==> src/rtl/ex_div_unit.sv <==
// Iterative radix-2 restoring divider for the EX stage (DIV/DIVU/REM/REMU).
// Holds EX_alu_busy while an operation is in flight; pulses div_done with the result.
`ifndef ALU_DIV
`define ALU_DIV  5'h0C
`endif
`ifndef ALU_DIVU
`define ALU_DIVU 5'h0D
`endif
`ifndef ALU_REM
`define ALU_REM  5'h0E
`endif
`ifndef ALU_REMU
`define ALU_REMU 5'h0F
`endif

module ex_div_unit #(
    parameter int XLEN  = 32,
    parameter int CNT_W = 6
) (
    input  logic            clk,
    input  logic            rst,
    input  logic            ex_valid,
    input  logic [4:0]      ex_alu_func,
    input  logic [XLEN-1:0] ex_opa,
    input  logic [XLEN-1:0] ex_opb,
    output logic            EX_alu_busy,
    output logic            div_done,
    output logic [XLEN-1:0] div_result
);

    typedef enum logic [1:0] {IDLE, RUN, DONE} state_t;

    localparam logic [XLEN-1:0] MIN_VAL = {1'b1, {(XLEN-1){1'b0}}};

    state_t          state, state_nxt;
    logic [XLEN-1:0] r, q, b_mag;
    logic [CNT_W-1:0] cnt;
    logic            qs, rs, want_rem;

    logic            is_div, start, is_signed, rem_sel;
    logic [XLEN-1:0] a_mag_in, b_mag_in, special_res;
    logic            div_zero, overflow, special;
    logic [XLEN:0]   r_shift;
    logic            ge;
    logic [XLEN-1:0] r_next, q_next, fin_res;

    // Operation decode and corner-case detection on the incoming operands
    always_comb begin
        is_div    = (ex_alu_func == `ALU_DIV)  || (ex_alu_func == `ALU_DIVU) ||
                    (ex_alu_func == `ALU_REM)  || (ex_alu_func == `ALU_REMU);
        start     = ex_valid & is_div;
        is_signed = (ex_alu_func == `ALU_DIV) || (ex_alu_func == `ALU_REM);
        rem_sel   = (ex_alu_func == `ALU_REM) || (ex_alu_func == `ALU_REMU);
        a_mag_in  = (is_signed && ex_opa[XLEN-1]) ? -ex_opa : ex_opa;
        b_mag_in  = (is_signed && ex_opb[XLEN-1]) ? -ex_opb : ex_opb;
        div_zero  = (ex_opb == '0);
        overflow  = is_signed && (ex_opa == MIN_VAL) && (ex_opb == '1);
        special   = div_zero | overflow;
        if (rem_sel) special_res = div_zero ? ex_opa : '0;
        else         special_res = div_zero ? '1 : MIN_VAL;
    end

    // One restoring step: shift {R,Q} left, trial-subtract the divisor magnitude
    always_comb begin
        r_shift = {r, q[XLEN-1]};
        ge      = (r_shift >= {1'b0, b_mag});
        r_next  = ge ? XLEN'(r_shift - {1'b0, b_mag}) : r_shift[XLEN-1:0];
        q_next  = {q[XLEN-2:0], ge};
        fin_res = want_rem ? (rs ? -r_next : r_next) : (qs ? -q_next : q_next);
    end

    always_ff @(posedge clk or posedge rst) begin
        if (rst) state <= IDLE;
        else     state <= state_nxt;
    end

    // NOTE: every output gets a default before the case so no latch is inferred.
    always_comb begin
        state_nxt   = state;
        EX_alu_busy = 1'b0;
        div_done    = 1'b0;
        case (state)
            IDLE: begin
                if (start) begin
                    EX_alu_busy = ~rst;
                    state_nxt   = special ? DONE : RUN;
                end
            end
            RUN: begin
                EX_alu_busy = 1'b1;
                if (cnt == CNT_W'(1)) state_nxt = DONE;
            end
            DONE: begin
                div_done  = 1'b1;
                state_nxt = IDLE;
            end
            default: state_nxt = IDLE;
        endcase
    end

    // NOTE: state registers use non-blocking assignments so all updates see pre-edge values.
    always_ff @(posedge clk or posedge rst) begin
        if (rst) begin
            r          <= '0;
            q          <= '0;
            b_mag      <= '0;
            cnt        <= '0;
            qs         <= 1'b0;
            rs         <= 1'b0;
            want_rem   <= 1'b0;
            div_result <= '0;
        end else begin
            case (state)
                IDLE: begin
                    if (start) begin
                        r        <= '0;
                        q        <= a_mag_in;
                        b_mag    <= b_mag_in;
                        cnt      <= CNT_W'(XLEN);
                        qs       <= is_signed & (ex_opa[XLEN-1] ^ ex_opb[XLEN-1]);
                        rs       <= is_signed & ex_opa[XLEN-1];
                        want_rem <= rem_sel;
                        if (special) div_result <= special_res;
                    end
                end
                RUN: begin
                    r   <= r_next;
                    q   <= q_next;
                    cnt <= cnt - CNT_W'(1);
                    // The last step's outcome is signed and registered as we enter DONE
                    if (cnt == CNT_W'(1)) div_result <= fin_res;
                end
                default: ;
            endcase
        end
    end

endmodule

==> config.mk <==
export PLATFORM = sky130hd
export DESIGN_NAME = ex_div_unit
export DESIGN_NICKNAME = d
export VERILOG_FILES = /design/src/rtl/ex_div_unit.sv
export SDC_FILE = /design/constraint.sdc
export NUM_CORES = 1
export LEC_CHECK = 0
export CORE_ASPECT_RATIO = 1.1
export CORE_MARGIN = 5
export CORE_UTILIZATION = 53
export DETAILED_ROUTE_END_ITERATION = 8
export PLACE_DENSITY_LB_ADDON = 0.08
export SKIP_LAST_GASP = 1
export SLEW_MARGIN = 10
export SYNTH_ARGS = -nofsm -noshare
export SYNTH_HDL_FRONTEND = slang
export SYNTH_SLANG_ARGS = --single-unit
==> constraint.sdc <==
create_clock -name clk -period 5.47 [get_ports clk]
set_input_delay 0.547 -clock clk [delete_from_list [all_inputs] [get_ports clk]]
set_output_delay 0.547 -clock clk [all_outputs]
set_load 0.1 [all_outputs]
==> results of run 1 <==
-- repair_timing --
action	4_1_cts	5_1_grt
buffers inserted	0	0
resized for setup	0	1
hold buffers	0	0
endpoints found under the setup margin	0	1
-- registers in the layout (all words and copies together) (netlist names) --
name / cells
cnt: 6
q: 32
state: 2
qs: 1
div_result: 32
b_mag: 32
want_rem: 1
r: 32
rs: 1
-- stage by stage --
stage,area (sq um),std cells,setup slack (ns)
after global placement,13000,1874,0.487
after detailed placement,13000,1874,0.332
final,13600,1906,0.338
after CTS,13600,1906,0.328
after global routing,13600,1906,0.0363
after floorplan,11800,1543,0.0332
-- routing by layer --
layer / up-vias / part of all wire, % / global-route usage (%)
met5: - / 0 / 0
met4: 0 / 6.3 / 19.0
met3: 111 / 7.6 / 3.54
met2: 599 / 45 / 49.0
met1: 5747 / 41 / 42.5
li1: 5677 / - / -
-- worst min path at each step --
| stage | startpoint | cells past startpoint | to |
|---|---|---|---|
| final | div_result[6] | 1 | div_result[6] |
| after global routing | b_mag[30] | 2 | b_mag[30] |
| after CTS | div_result[9] | 2 | div_result[9] |
| after detailed placement | div_result[9] | 2 | div_result[9] |
| after global placement | div_result[9] | 2 | div_result[9] |
| after floorplan | cnt[5] | 1 | cnt[5] |
-- cells in the mapped netlist (3+ instances only) --
library cell | n | area [sq um]
buf_1 | 5 | 18.8
and3_1 | 9 | 56.3
ha_1 | 39 | 488
o22ai_1 | 20 | 125
xnor2_1 | 78 | 683
mux2i_1 | 23 | 230
nand4_1 | 27 | 169
o21ai_0 | 188 | 941
or4_1 | 15 | 113
nor2b_1 | 7 | 43.8
a31o_2 | 4 | 35.0
and4_1 | 4 | 35.0
or3_1 | 17 | 106
dfrtp_1 | 139 | 3480
a22oi_1 | 13 | 97.6
nor2_1 | 142 | 533
xor2_1 | 56 | 490
o31ai_1 | 24 | 180
o211ai_1 | 17 | 128
or2_2 | 4 | 25.0
nor3_1 | 33 | 165
a21oi_1 | 132 | 661
nand3_1 | 55 | 275
o41ai_1 | 10 | 87.6
nand2b_1 | 15 | 93.8
nor4_1 | 22 | 138
mux2_2 | 6 | 67.6
inv_1 | 58 | 218
o221ai_1 | 6 | 52.6
o21a_1 | 14 | 105
a211o_1 | 6 | 52.6
a211oi_1 | 6 | 45.0
nand2_1 | 166 | 623
clkbuf_1 | 71 | 267
o2111ai_1 | 4 | 35.0
a21o_1 | 10 | 75.1
buf_2 | 14 | 70.1
a31oi_1 | 14 | 87.6
nor3b_1 | 3 | 22.5
buf_4 | 5 | 37.5
and2_1 | 8 | 50.1
o21ai_1 | 3 | 15.0
-- logic make-up after synthesis --
group	Yosys count	share of synthesized area, %
DFF	139	29.5
AOI/OAI and AO/OA	499	26.0
adders and majority gates	40	4.31
muxes	29	2.53
buffers and inverters	158	5.42
and+or+nand+nor	544	22.2
xor gates and xnor gates	134	9.96
-- critical path, cell delays in order, from the launching register on --
cell      delay (ns)
dfrtp_1         0.45
ha_1            0.50
nand2_2         0.14
nor4_4          0.35
o211ai_2        0.20
a311oi_4        0.36
or2_2           0.25
inv_2           0.07
a21oi_1         0.20
ha_1            0.21
nand2_1         0.07
or3_1           0.32
nor3_1          0.26
and4bb_2        0.27
a31o_2          0.14
o211ai_1        0.18
nor4_1          0.34
nor3b_1         0.24
mux2_2          0.35
o21ai_0         0.13
-- area by class of cell --
type / instances / area share [%]
clock buffers: 18 / 3.16
multi-input cells: 1246 / 56.5
inverters: 61 / 1.72
flip-flops and latches: 139 / 25.6
well taps: 295 / 2.72
repair buffers: 133 / 9.28
clock inverters: 14 / 0.994
==> impl_metrics.toml, run 1 <==
[outcome]
status = "finished clean"

[setup_path]
startpoint = "r[11]"
worstRegToRegCells = 19
cp_max_fo = 10
r2r_slack_ns = 0.34
worstPathArrival_ns = 5.48
r2r_start = "r[11]"
critPathRequiredTime_ns = 5.81
setup.worst_path.end = "div_result[30]"
critPathKind = "flip-flop to flip-flop"
worstSetupStartpointType = "flip-flop"
cp-end-kind = "flip-flop"
reg2reg_to = "div_result[30]"

[detailed_routing]
postRouteWirelength_um = 40800
drc = 0
via_count = 12100
drtIter0Drc = 1274
via_per_inst = 6.37
drtPass1Iterations = 6
drtAntennaViolNets = 0
wl_per_cell_um = 21.4

[grt]
grtUsageTotal_pct = 31.6
grt_pass1_wl_um = 64300
grt_pass1_vias = 11500
grt_max_degree = 93
grt_overflow = 0
antenna_found_initial = 0

[logic_synthesis]
netlist_area_sq_um = 11800
netlist-cell-type-count = 80
synthArstFlopShare_pct = 100
ys_seq_area_share_pct = 29.5
ys_seq_elements = 139
dominantRegCellSynth = "dfrtp_1"
netlist_instances = 1543
synth_area_per_cell_sq_um = 7.64
synth_edf_count = 0
ys_warn_count = 0
synth_fp_nets = 1655

[floorplanning]
die_x_um = 152
core_area_sq_um = 22000
io_pins = 106
initial_core_util_pct = 53.6
die_h_um = 166
fp-row-count = 57
die_area_sq_um = 25300

[clock_tree]
cts_tree = "done"
insertion_delay_ns = 0.44
cts_buffers = 17
clkTransAtPathRegs_ns = 0.07
clock_sinks = 139
htree_levels = 4
cts_root_buf = "clkbuf_16"
clk_path_buf_depth = 2

[placement]
numPortBuffers = 105
post-dp-hpwl_um = 30300
gp_congestion = 0.989

[final_layout]
seqCellArea_sq_um = 3480
final_common_cell = "o21ai_0"
drive_gt1_share_pct = 6.39
finish.net_count = 1710
utilization_pct = 61.9
syn_to_final_growth_pct = 15.3
num-fill-cells = 2051
final_cell_mix = "o21ai_0 (188), nand2_1 (166), nor2_1 (142), dfrtp_1 (139), a21oi_1 (131)"
multiInputGateArea_sq_um = 7680
antenna_cells = 0

[timing]
worstMarginPinSlew_ns = 1.00
fin_tns_setup_ns = 0
grt_setup_unrepaired = "false"
finalCritPeriodShare_pct = 93.8
max_slew_margin_pct = 32.8
whs_ns = 0.475
fmax_mhz = 195
finalHoldViolations = 0
maxSlewViolCount = 0
fin_skew_ns = 0.0149
finalSetupViolations = 0
final.min_clock_period_ns = 5.13

[worst_hold_path]
hold_path_class = "flip-flop to flip-flop"

[flow_run]
cap_viol_max_count = 0
Power of run 1 is not shown: default switching activity piles up to over one toggle a cycle in this logic, so the estimate is an artifact.
==> run 2, diff against run 1 <==
Settings changed: CORE_UTILIZATION 53 to 45, PLACE_DENSITY set to 0.65, PLACE_DENSITY_LB_ADDON 0.08 to not set.
==> run 2 against run 1 <==
  * Register-to-register slack barely moved
  * First-iteration DRC count fell by 4.1%
  * Utilization fell by 9.1 points
  * Routed wire length rose by 4.8%
  * Sequential share of layout area fell by 0.22 points
  * Final cell count rose by 2.9%
  * Sequential cell count did not move
  * Worst setup slack got worse by 0.0040 ns
  * Global-route usage fell by 2.8 points
  * Worst hold slack got worse by 0.0065 ns
  * Clock skew rose by 0.0012 ns
  * Critical endpoint unchanged
==> impl_metrics.toml, run 2 (synthesis results as in run 1) <==
[outcome]
status = "finished clean"

[final_layout]
multiInputGateArea_sq_um = 7710
num-fill-cells = 2520
drive_gt1_share_pct = 6.71
syn_to_final_growth_pct = 16.4
antenna_cells = 0
finish.net_count = 1709
final_cell_mix = "o21ai_0 (187), nand2_1 (166), nor2_1 (142), dfrtp_1 (139), a21oi_1 (131)"
final_common_cell = "o21ai_0"
seqCellArea_sq_um = 3480

[setup_path]
worstSetupStartpointType = "flip-flop"
r2r_start = "r[11]"
startpoint = "r[11]"
critPathRequiredTime_ns = 5.82
worstPathArrival_ns = 5.49
setup.worst_path.end = "div_result[30]"
r2r_slack_ns = 0.33
cp_max_fo = 10
worstRegToRegCells = 19
critPathKind = "flip-flop to flip-flop"
reg2reg_to = "div_result[30]"
cp-end-kind = "flip-flop"

[timing]
finalHoldViolations = 0
finalCritPeriodShare_pct = 93.9
final.min_clock_period_ns = 5.14
fin_skew_ns = 0.0161
fin_tns_setup_ns = 0
grt_setup_unrepaired = "false"
fmax_mhz = 195
max_slew_margin_pct = 26.0
finalSetupViolations = 0
worstMarginPinSlew_ns = 1.11
maxSlewViolCount = 0

[detailed_routing]
via_count = 12000
wl_met3_um = 2780
dr_wl_met2_um = 19800
drc = 0
drtAntennaViolNets = 0
wl_per_cell_um = 21.8
via_per_inst = 6.13
top_layer = "met4"
postRouteWirelength_um = 42700
drtPass1Iterations = 5
wl_met1_um = 18800
drtIter0Drc = 1222

[floorplanning]
fp-row-count = 62
io_pins = 106
initial_core_util_pct = 45.3
die_x_um = 164
die_area_sq_um = 29500
die_h_um = 180
core_area_sq_um = 26000

[grt]
antenna_found_initial = 1
grt_pass1_vias = 11400
grt_max_degree = 97
grt_pass1_wl_um = 66800
grtUsageTotal_pct = 28.8
grt_overflow = 0

[clock_tree]
clkTransAtPathRegs_ns = 0.06
cts_root_buf = "clkbuf_16"
cts_buffers = 17
clock_sinks = 139
clk_path_buf_depth = 2
htree_levels = 4
insertion_delay_ns = 0.44
cts_tree = "done"
postCtsSetupBuffers = 0

[placement]
gp_congestion = 0.952
post-dp-hpwl_um = 32400
numPortBuffers = 105

[worst_hold_path]
hold_path_class = "flip-flop to flip-flop"
min-delay-start = "div_result[9]"

[flow_run]
cap_viol_max_count = 0
run 2: worst max-delay path, stage by stage (launching register included):
cell	delay [ns]
dfrtp_1	0.46
ha_2	0.47
nand2_2	0.11
nor4_4	0.34
o211ai_2	0.20
a311oi_4	0.34
or2_2	0.30
inv_2	0.10
a21oi_1	0.21
ha_1	0.22
nand2_1	0.07
or3_1	0.36
nor3_2	0.24
and4bb_2	0.27
a31o_2	0.16
o211ai_1	0.17
nor4_2	0.31
nor3b_2	0.25
mux2_2	0.35
o21ai_0	0.13
run 2: per-stage QoR:
stage / area (sq um) / cells / setup WS (ns) / utilization [%] / hold slack, ns
floorplan: 11800 / 1543 / 0.0332 / - / 0.446
global placement: 13100 / 1930 / 0.282 / 50.4 / 0.462
CTS: 13700 / 1961 / 0.100 / 52.6 / 0.478
global route: 13700 / 1961 / 0.0177 / 52.8 / 0.500
finish: 13700 / 1961 / 0.334 / 52.8 / 0.469
detailed placement: 13100 / 1930 / 0.129 / 50.4 / 0.464
run 2: area by class of cell:
class	count	area share [%]
multi-input cells	1246	56.2
flip-flops and latches	139	25.4
repair buffers	132	9.14
well taps	352	3.21
clock buffers	18	3.20
inverters	61	1.71
clock inverters	13	1.14
run 2: layer usage:
metal	vias up	global-route usage, %
li1	5671	-
met1	5793	41.0
met2	476	45.1
met3	73	3.99
met4	0	9.50
met5	-	0
run 2: how the worst min path moves through the flow:
stage / to / slack, ns / cells after the start
4_1_cts: div_result[9] / 0.48 / 2
3_3_place_gp: div_result[9] / 0.46 / 2
6_report: div_result[9] / 0.47 / 2
2_1_floorplan: cnt[5] / 0.45 / 1
5_1_grt: b_mag[13] / 0.50 / 2
3_5_place_dp: div_result[9] / 0.46 / 2
run 2: repair_timing:
item	CTS	global route
endpoints found under the setup margin	0	3
hold buffers	0	0
gates resized for setup	0	8
Power of run 2 is left out for the same reason.
